==> src/rtl/seq_div64.sv <==
// -----------------------------------------------------------------------------
// seq_div64 - multi-cycle restoring integer divider
//
// Each clock in RUN does one shift-and-subtract step, so a division takes WIDTH
// steps. The unit sits beside the 64-bit ALU as a long-latency execution unit.
// A start/busy/done handshake connects it to the issuing controller.
//
// Configuration macro: DIV_SIGNED_EN
//   undefined : unsigned operands. No sign logic is built.
//   defined   : two's complement operands. Magnitudes are divided, then the
//               quotient is negated if the operand signs differ, and the
//               remainder takes the sign of the dividend.
//
// Ports
//   clk          in   1      clock, rising edge
//   rst          in   1      asynchronous active-high reset
//   start        in   1      request, sampled only while idle
//   dividend     in   WIDTH  numerator, captured when start is accepted
//   divisor      in   WIDTH  denominator, captured when start is accepted
//   busy         out  1      high while a division is in RUN or DONE
//   done         out  1      one-cycle pulse, results valid
//   quotient     out  WIDTH  quotient, held until the next result
//   remainder    out  WIDTH  remainder, held until the next result
//   div_by_zero  out  1      captured divisor was zero, held with results
// -----------------------------------------------------------------------------
module seq_div64 #(
  parameter int WIDTH = 64
) (
  input  logic             clk,
  input  logic             rst,
  input  logic             start,
  input  logic [WIDTH-1:0] dividend,
  input  logic [WIDTH-1:0] divisor,
  output logic             busy,
  output logic             done,
  output logic [WIDTH-1:0] quotient,
  output logic [WIDTH-1:0] remainder,
  output logic             div_by_zero
);

  localparam int CW = (WIDTH > 2) ? $clog2(WIDTH) : 1;
  localparam logic [CW-1:0] CNT_LAST = CW'(WIDTH - 1);
  localparam logic [CW-1:0] CNT_ONE  = {{(CW-1){1'b0}}, 1'b1};

  typedef enum logic [1:0] {
    S_IDLE = 2'd0,
    S_RUN  = 2'd1,
    S_DONE = 2'd2
  } state_t;

  state_t           r_state;
  logic [CW-1:0]    r_cnt;
  logic [WIDTH-1:0] r_rem;     // partial remainder R
  logic [WIDTH-1:0] r_quo;     // working quotient Q (starts as dividend)
  logic [WIDTH-1:0] r_div;     // captured divisor (magnitude in signed build)
  logic             r_dbz;     // captured divisor was zero

  logic [WIDTH:0]   w_shift;   // {R,Q} shifted left by one, upper WIDTH+1 bits
  logic             w_ge;
  logic [WIDTH-1:0] w_rem_next;
  logic [WIDTH-1:0] w_quo_next;
  logic [WIDTH-1:0] w_quo_final;
  logic [WIDTH-1:0] w_rem_final;
  logic [WIDTH-1:0] w_dvd_mag;
  logic [WIDTH-1:0] w_dvs_mag;

`ifdef DIV_SIGNED_EN
  localparam logic [WIDTH-1:0] ONE = {{(WIDTH-1){1'b0}}, 1'b1};

  logic r_neg_quo;   // operand signs differed
  logic r_neg_rem;   // dividend was negative

  function automatic logic [WIDTH-1:0] negate(input logic [WIDTH-1:0] v);
    negate = ~v + ONE;
  endfunction

  function automatic logic [WIDTH-1:0] magnitude(input logic [WIDTH-1:0] v);
    if (v[WIDTH-1]) begin
      magnitude = negate(v);
    end else begin
      magnitude = v;
    end
  endfunction

  // Operand magnitudes at accept, plus the sign fix-up applied to the results.
  // On a zero divisor Q already holds all ones and is passed through unchanged.
  // R holds |dividend|, so the sign fix-up turns it back into the dividend.
  always_comb begin
    w_dvd_mag = magnitude(dividend);
    w_dvs_mag = magnitude(divisor);
    if (r_dbz || !r_neg_quo) begin
      w_quo_final = r_quo;
    end else begin
      w_quo_final = negate(r_quo);
    end
    if (r_neg_rem) begin
      w_rem_final = negate(r_rem);
    end else begin
      w_rem_final = r_rem;
    end
  end
`else
  // In the unsigned build, operands and results pass straight through.
  always_comb begin
    w_dvd_mag   = dividend;
    w_dvs_mag   = divisor;
    w_quo_final = r_quo;
    w_rem_final = r_rem;
  end
`endif

  // One restoring step. The compare is WIDTH+1 bits wide, so the bit shifted
  // out of R still counts. When w_ge is set, the difference is below the
  // divisor, so its low WIDTH bits give the exact result.
  always_comb begin
    w_shift = {r_rem, r_quo[WIDTH-1]};
    w_ge    = (w_shift >= {1'b0, r_div});
    if (w_ge) begin
      w_rem_next = w_shift[WIDTH-1:0] - r_div;
      w_quo_next = {r_quo[WIDTH-2:0], 1'b1};
    end else begin
      w_rem_next = w_shift[WIDTH-1:0];
      w_quo_next = {r_quo[WIDTH-2:0], 1'b0};
    end
  end

  // Control FSM with registered handshake outputs and result registers.
  always_ff @(posedge clk or posedge rst) begin
    if (rst) begin
      r_state     <= S_IDLE;
      r_cnt       <= {CW{1'b0}};
      r_rem       <= {WIDTH{1'b0}};
      r_quo       <= {WIDTH{1'b0}};
      r_div       <= {WIDTH{1'b0}};
      r_dbz       <= 1'b0;
      busy        <= 1'b0;
      done        <= 1'b0;
      quotient    <= {WIDTH{1'b0}};
      remainder   <= {WIDTH{1'b0}};
      div_by_zero <= 1'b0;
`ifdef DIV_SIGNED_EN
      r_neg_quo   <= 1'b0;
      r_neg_rem   <= 1'b0;
`endif
    end else begin
      case (r_state)
        S_IDLE: begin
          done <= 1'b0;
          if (start) begin
            busy        <= 1'b1;
            div_by_zero <= 1'b0;
            r_div       <= w_dvs_mag;
            r_rem       <= {WIDTH{1'b0}};
            r_cnt       <= CNT_LAST;
`ifdef DIV_SIGNED_EN
            r_neg_quo   <= dividend[WIDTH-1] ^ divisor[WIDTH-1];
            r_neg_rem   <= dividend[WIDTH-1];
`endif
            if (divisor == {WIDTH{1'b0}}) begin
              // Skip RUN: Q is forced to all ones, and R carries the dividend out.
              r_dbz   <= 1'b1;
              r_quo   <= {WIDTH{1'b1}};
              r_rem   <= w_dvd_mag;
              r_state <= S_DONE;
            end else begin
              r_dbz   <= 1'b0;
              r_quo   <= w_dvd_mag;
              r_state <= S_RUN;
            end
          end else begin
            busy <= 1'b0;
          end
        end
        S_RUN: begin
          r_rem <= w_rem_next;
          r_quo <= w_quo_next;
          if (r_cnt == {CW{1'b0}}) begin
            r_state <= S_DONE;
          end else begin
            r_cnt <= r_cnt - CNT_ONE;
          end
        end
        S_DONE: begin
          quotient    <= w_quo_final;
          remainder   <= w_rem_final;
          div_by_zero <= r_dbz;
          done        <= 1'b1;
          busy        <= 1'b0;
          r_state     <= S_IDLE;
        end
        default: begin
          r_state <= S_IDLE;
          busy    <= 1'b0;
          done    <= 1'b0;
        end
      endcase
    end
  end

endmodule
==> config.mk <==
export PLATFORM = sky130hd
export DESIGN_NAME = seq_div64
export DESIGN_NICKNAME = d
export VERILOG_FILES = /design/src/rtl/seq_div64.sv
export SDC_FILE = /design/constraint.sdc
export NUM_CORES = 1
export LEC_CHECK = 0
export ABC_AREA = 0
export ABC_CLOCK_PERIOD_IN_PS = 26900
export CAP_MARGIN = 20
export CORE_UTILIZATION = 30
export DETAILED_ROUTE_END_ITERATION = 7
export SYNTH_ARGS = -nofsm -noshare
export SYNTH_HDL_FRONTEND = slang
export SYNTH_SLANG_ARGS = --single-unit
export TNS_END_PERCENT = 50
==> constraint.sdc <==
create_clock -name clk -period 26.9 [get_ports clk]
set_input_delay 5.38 -clock clk [delete_from_list [all_inputs] [get_ports clk]]
set_output_delay 5.38 -clock clk [all_outputs]
set_load 0.03 [all_outputs]
# Word-level counts from Yosys, hierarchy flattened
# Index checks and enable logic that the tools add are counted.
[word_totals]
wordCells = 50
output_inout_bits = 131
reg_bits = 332
[op_classes]
n_reduce_logical = 10
add_sub_neg = 2
n_lt_le_gt_ge = 1
mux = 21
n_eq_ne = 5
[ops]
columns = ["operator", "n"]
rows = [
  ["2-to-1 mux 64 bit", 5],
  ["one-hot mux 64 bit (2 select lines)", 2],
  ["greater-or-equal comparator 65 x 64 -> 1 bit", 1],
  ["zero test 64 bit", 1],
  ["subtractor 64 bit", 1],
  ["2-to-1 mux 6 bit", 2],
  ["one-hot mux 6 bit (2 select lines)", 1],
  ["AND reduction 2 bit", 4],
  ["zero test 6 bit", 1],
  ["2-to-1 mux 2 bit", 3],
  ["inequality test 2 bit, second input constant", 3],
  ["one-hot mux 1 bit (2 select lines)", 3],
  ["subtractor 6 x 1 -> 6 bit, second input constant", 1],
  ["2-to-1 mux 1 bit", 4],
  ["one-hot mux 2 bit (2 select lines)", 1],
  ["nonzero test 2 bit", 2],
  ["AND reduction 3 bit", 1],
  ["== test 2 x 1 -> 1 bit, second input constant", 1],
  ["== test 2 bit, second input constant", 1],
  ["zero test 2 bit", 1],
]

# Longest topological paths before layout
[depth]
word_depth = 4
mapped_depth = 16
mapped_depth_nobuf = 14

# Least setup slack after synthesis
# OpenSTA, ideal clock, no wires.
[synth_timing]
path_type = "input to register"
from = "input port divisor[41]"
to = "register r_rem[0]"
setup_ns = 0.076
slack_ns = 19.353
path_buffers = 3
t_arrival_ns = 7.471
path_stages = 9
cell_sequence = "nor4_1 > nand4_1 > nor4_1 > and2_1 > clkbuf_1 > clkbuf_1 > clkbuf_1 > a22oi_1 > o21ai_1"
[synth_via]
elab_chain_cells = 4
[synth_lines]
columns = ["element", "line_no", "text"]
rows = [
  ["from (decl)", "33", "input logic [WIDTH-1:0] divisor,"],
  ["zero test 64 bit", "159", "if (divisor == {WIDTH{1'b0}}) begin"],
  ["2-to-1 mux 64 bit", "159", ""],
  ["2-to-1 mux 64 bit", "149", "if (start) begin"],
  ["one-hot mux 64 bit (2 select lines)", "146", "case (r_state)"],
  ["to (signal assigned)", "153", "r_rem <= {WIDTH{1'b0}};"],
  ["to (signal assigned)", "163", "r_rem <= w_dvd_mag;"],
  ["to (signal assigned)", "175", "r_rem <= w_rem_next;"],
  ["to (decl)", "53", "logic [WIDTH-1:0] r_rem;"],
]
# No other way between the ends. The select of a mux whose other input is x is not followed.
# A chain may end at the register's enable or synchronous reset.

# Worst setup path in the final report
[layout_timing]
from = "input port divisor[2]"
to = "register r_rem[61]"
# Same word-level chain as after synthesis.

==> metrics <==
largest net degree at the start of global routing 86; Worst Path Required 27.40 ns; Ys Warns 0; Core ar. 57800 um^2; Distinct cells, synth 76; vias in the first global route 14600; Worst-Margin Slew 1.01 ns; share of total power in sequential cells 46.0%; register area share after synthesis 47.3%; Syn-to-layout area delta 26.2%; clock power share 50.5%; cts repair resizes 0; post-synthesis net count 1972; total grt overflow 0; Die Y 244 um; worst vdd ir 0.0000312 V; endpoint class of the critical path flip-flop; wire per inst 20.9 um; Final Util 38.3%; GP Congestion 0.879; Clock Sink Count 332; GRT Overall Usage 19.3%; HPWL after DPL 41600 um; Setup Buffers After CTS 0; commonest non-fill, non-tap cell in the layout dfrtp_1; CP Max Fanout 43; Die ar. 59500 um^2; fin crit share 31.5%; initial antenna violation count 5; Max clock buf depth 3; die width 244 um; EDFF count, synth 0; path length in cells of the critical path 9; vias per inst 5.32; CTS Root Cell clkbuf_16; WHS Path Cells 1; via count 14700; Pint 0.000851 W; combinational cell fraction of total power 3.5%; commonest cells after routing, fill and taps aside dfrtp_1 (332), clkdlybuf4s50_1 (261), nand2_1 (197); crit-path cells clkdlybuf4s50_1 -> nor4_1 -> nand4_1 -> nor4_2 -> and2_2 -> buf_4 -> a22oi_1 -> o311ai_0 -> a31o_2; setup TNS 0 ns; Rel. slew slack 32.3%; top_reg_cell synth dfrtp_1; pwr/cell area 49.1 nW/um^2; min Tclk post-route 8.47 ns; Hold Crit Class flip-flop to flip-flop; Worst R2R Path Depth 14; TritonCTS clock tree built; CP top delay family simple AND/OR/NAND/NOR gates; max_cap viols 0; flops & latches, synth 332; boundary pin count 262; Clock transition at path regs 0.06 ns; Avg Inst Size Synth 9.90 um^2; first-pass GRT wire length 89300 um; # setup viols final 0; outcome completed; final hold viol count 0; Final ANT Viol Nets 0; H-tree Lvls 2; Max Freq 0.118 GHz; drt first pass iters 5; Worst Setup Start Kind input pin; Crit Path Class input pin to flip-flop; Slew Limit Fails 0; routed wire length 57800 um; WP buf/inv 2; # port buffers 261; total CTS buffers 40; Hold Buf Count CTS 0; Post-Synthesis Cells 1774; clock latency on the worst-skew pair 0.56 ns; Clock Skews 0.0146 ns; # rows 88; initial core utilization 30.4%; Min Hold Slack 0.475 ns; mapped cell area 17600 um^2; Synth async-reset ratio 100%; Remaining DRCs 0; Initial DRC Count 1175; WP data arrival 8.97 ns; layout cells sized above 1 12.1%; Switching Power 0.000236 W; slowest stage delay, CP 0.63 ns; fin nets 2176; switching share of power 21.7%; Leakage Power 10.1 nW; RSZ-0062 raised after global routing false; Critical-path top delay cell and2_2
-- cells by family after synthesis --
group                      Yosys count  share of synthesized area (%)
AOI/OAI and AO/OA                  578                           21.1
xor gates and xnor gates            54                           2.69
adders and majority gates           67                           4.82
buffers and inverters              206                           4.67
DFF                                332                           47.3
muxes                              140                           8.90
and+or+nand+nor                    397                           10.5
-- final cells by class --
class,count,area [um^2]
Antenna cell,1,2.50
Clock buffer,56,1140
Clock inverter,11,170
Fill cell,5738,35700
Inverter,85,327
Multi-Input combinational cell,1236,8470
Sequential cell,332,8310
Tap cell,765,957
Timing Repair Buffer,283,2780
-- registers in the layout, summed over array words and instances, names as in the netlist --
name	flops
r_dbz	1
r_rem	64
r_div	64
r_quo	64
done	1
quotient	64
r_state	2
busy	1
remainder	64
div_by_zero	1
r_cnt	6
-- power groups by stage --
stage	sequential [W]	clock [W]	combinational (W)
final	0.000500	0.000549	0.0000384
after global routing	0.000499	0.000585	0.0000416
after CTS	0.000500	0.000566	0.0000394
after detailed placement	0.000509	0	0.0000392
after global placement	0.000509	0	0.0000391
after floorplan	0.000509	0	0.00000800
-- path summary, 6_finish.rpt --
check                           startpoint  slack (ns)            end
min in group asynchronous              rst        5.28   quotient[26]
worst min register to register       r_dbz        0.47          r_dbz
worst max-delay path            divisor[2]       18.43      r_rem[61]
max in group asynchronous              rst       19.46  remainder[57]
worst max register to register   r_quo[63]       22.57      r_rem[60]
worst min-delay path                 r_dbz        0.47          r_dbz
-- through the flow --
stage / area, um^2 / power (W) / setup WS (ns) / std cells
2_1_floorplan: 17600 / 0.000517 / 12.32 / 1774
3_3_place_gp: 20800 / 0.000548 / 17.91 / 2701
3_5_place_dp: 20800 / 0.000548 / 17.79 / 2701
4_1_cts: 22100 / 0.00111 / 18.37 / 2768
5_1_grt: 22200 / 0.00113 / 18.31 / 2769
6_report: 22200 / 0.00109 / 18.43 / 2769
-- per-layer routing --
layer  vias to the layer above  track usage, %  share of wire [%]
li1                       6858               -                  -
met1                      7345            26.8                 46
met2                       434            30.9                 46
met3                        79            3.10                5.3
met4                         6            5.70                2.2
met5                         -               0              0.066
-- Yosys cell counts, types with 24 or more instances --
cell type,n,area (um^2)
dfrtp_1,332,8310
a31oi_1,27,169
clkbuf_1,99,372
xor2_1,24,210
xnor2_1,30,263
a22oi_1,101,758
ha_1,66,826
nand2_1,197,739
o21ai_0,190,951
nand3_1,36,180
nor2_1,52,195
a21oi_1,104,521
a21o_1,25,188
mux2_2,128,1440
inv_1,85,319
No activity file was read; power rests on OpenSTA's default activity.
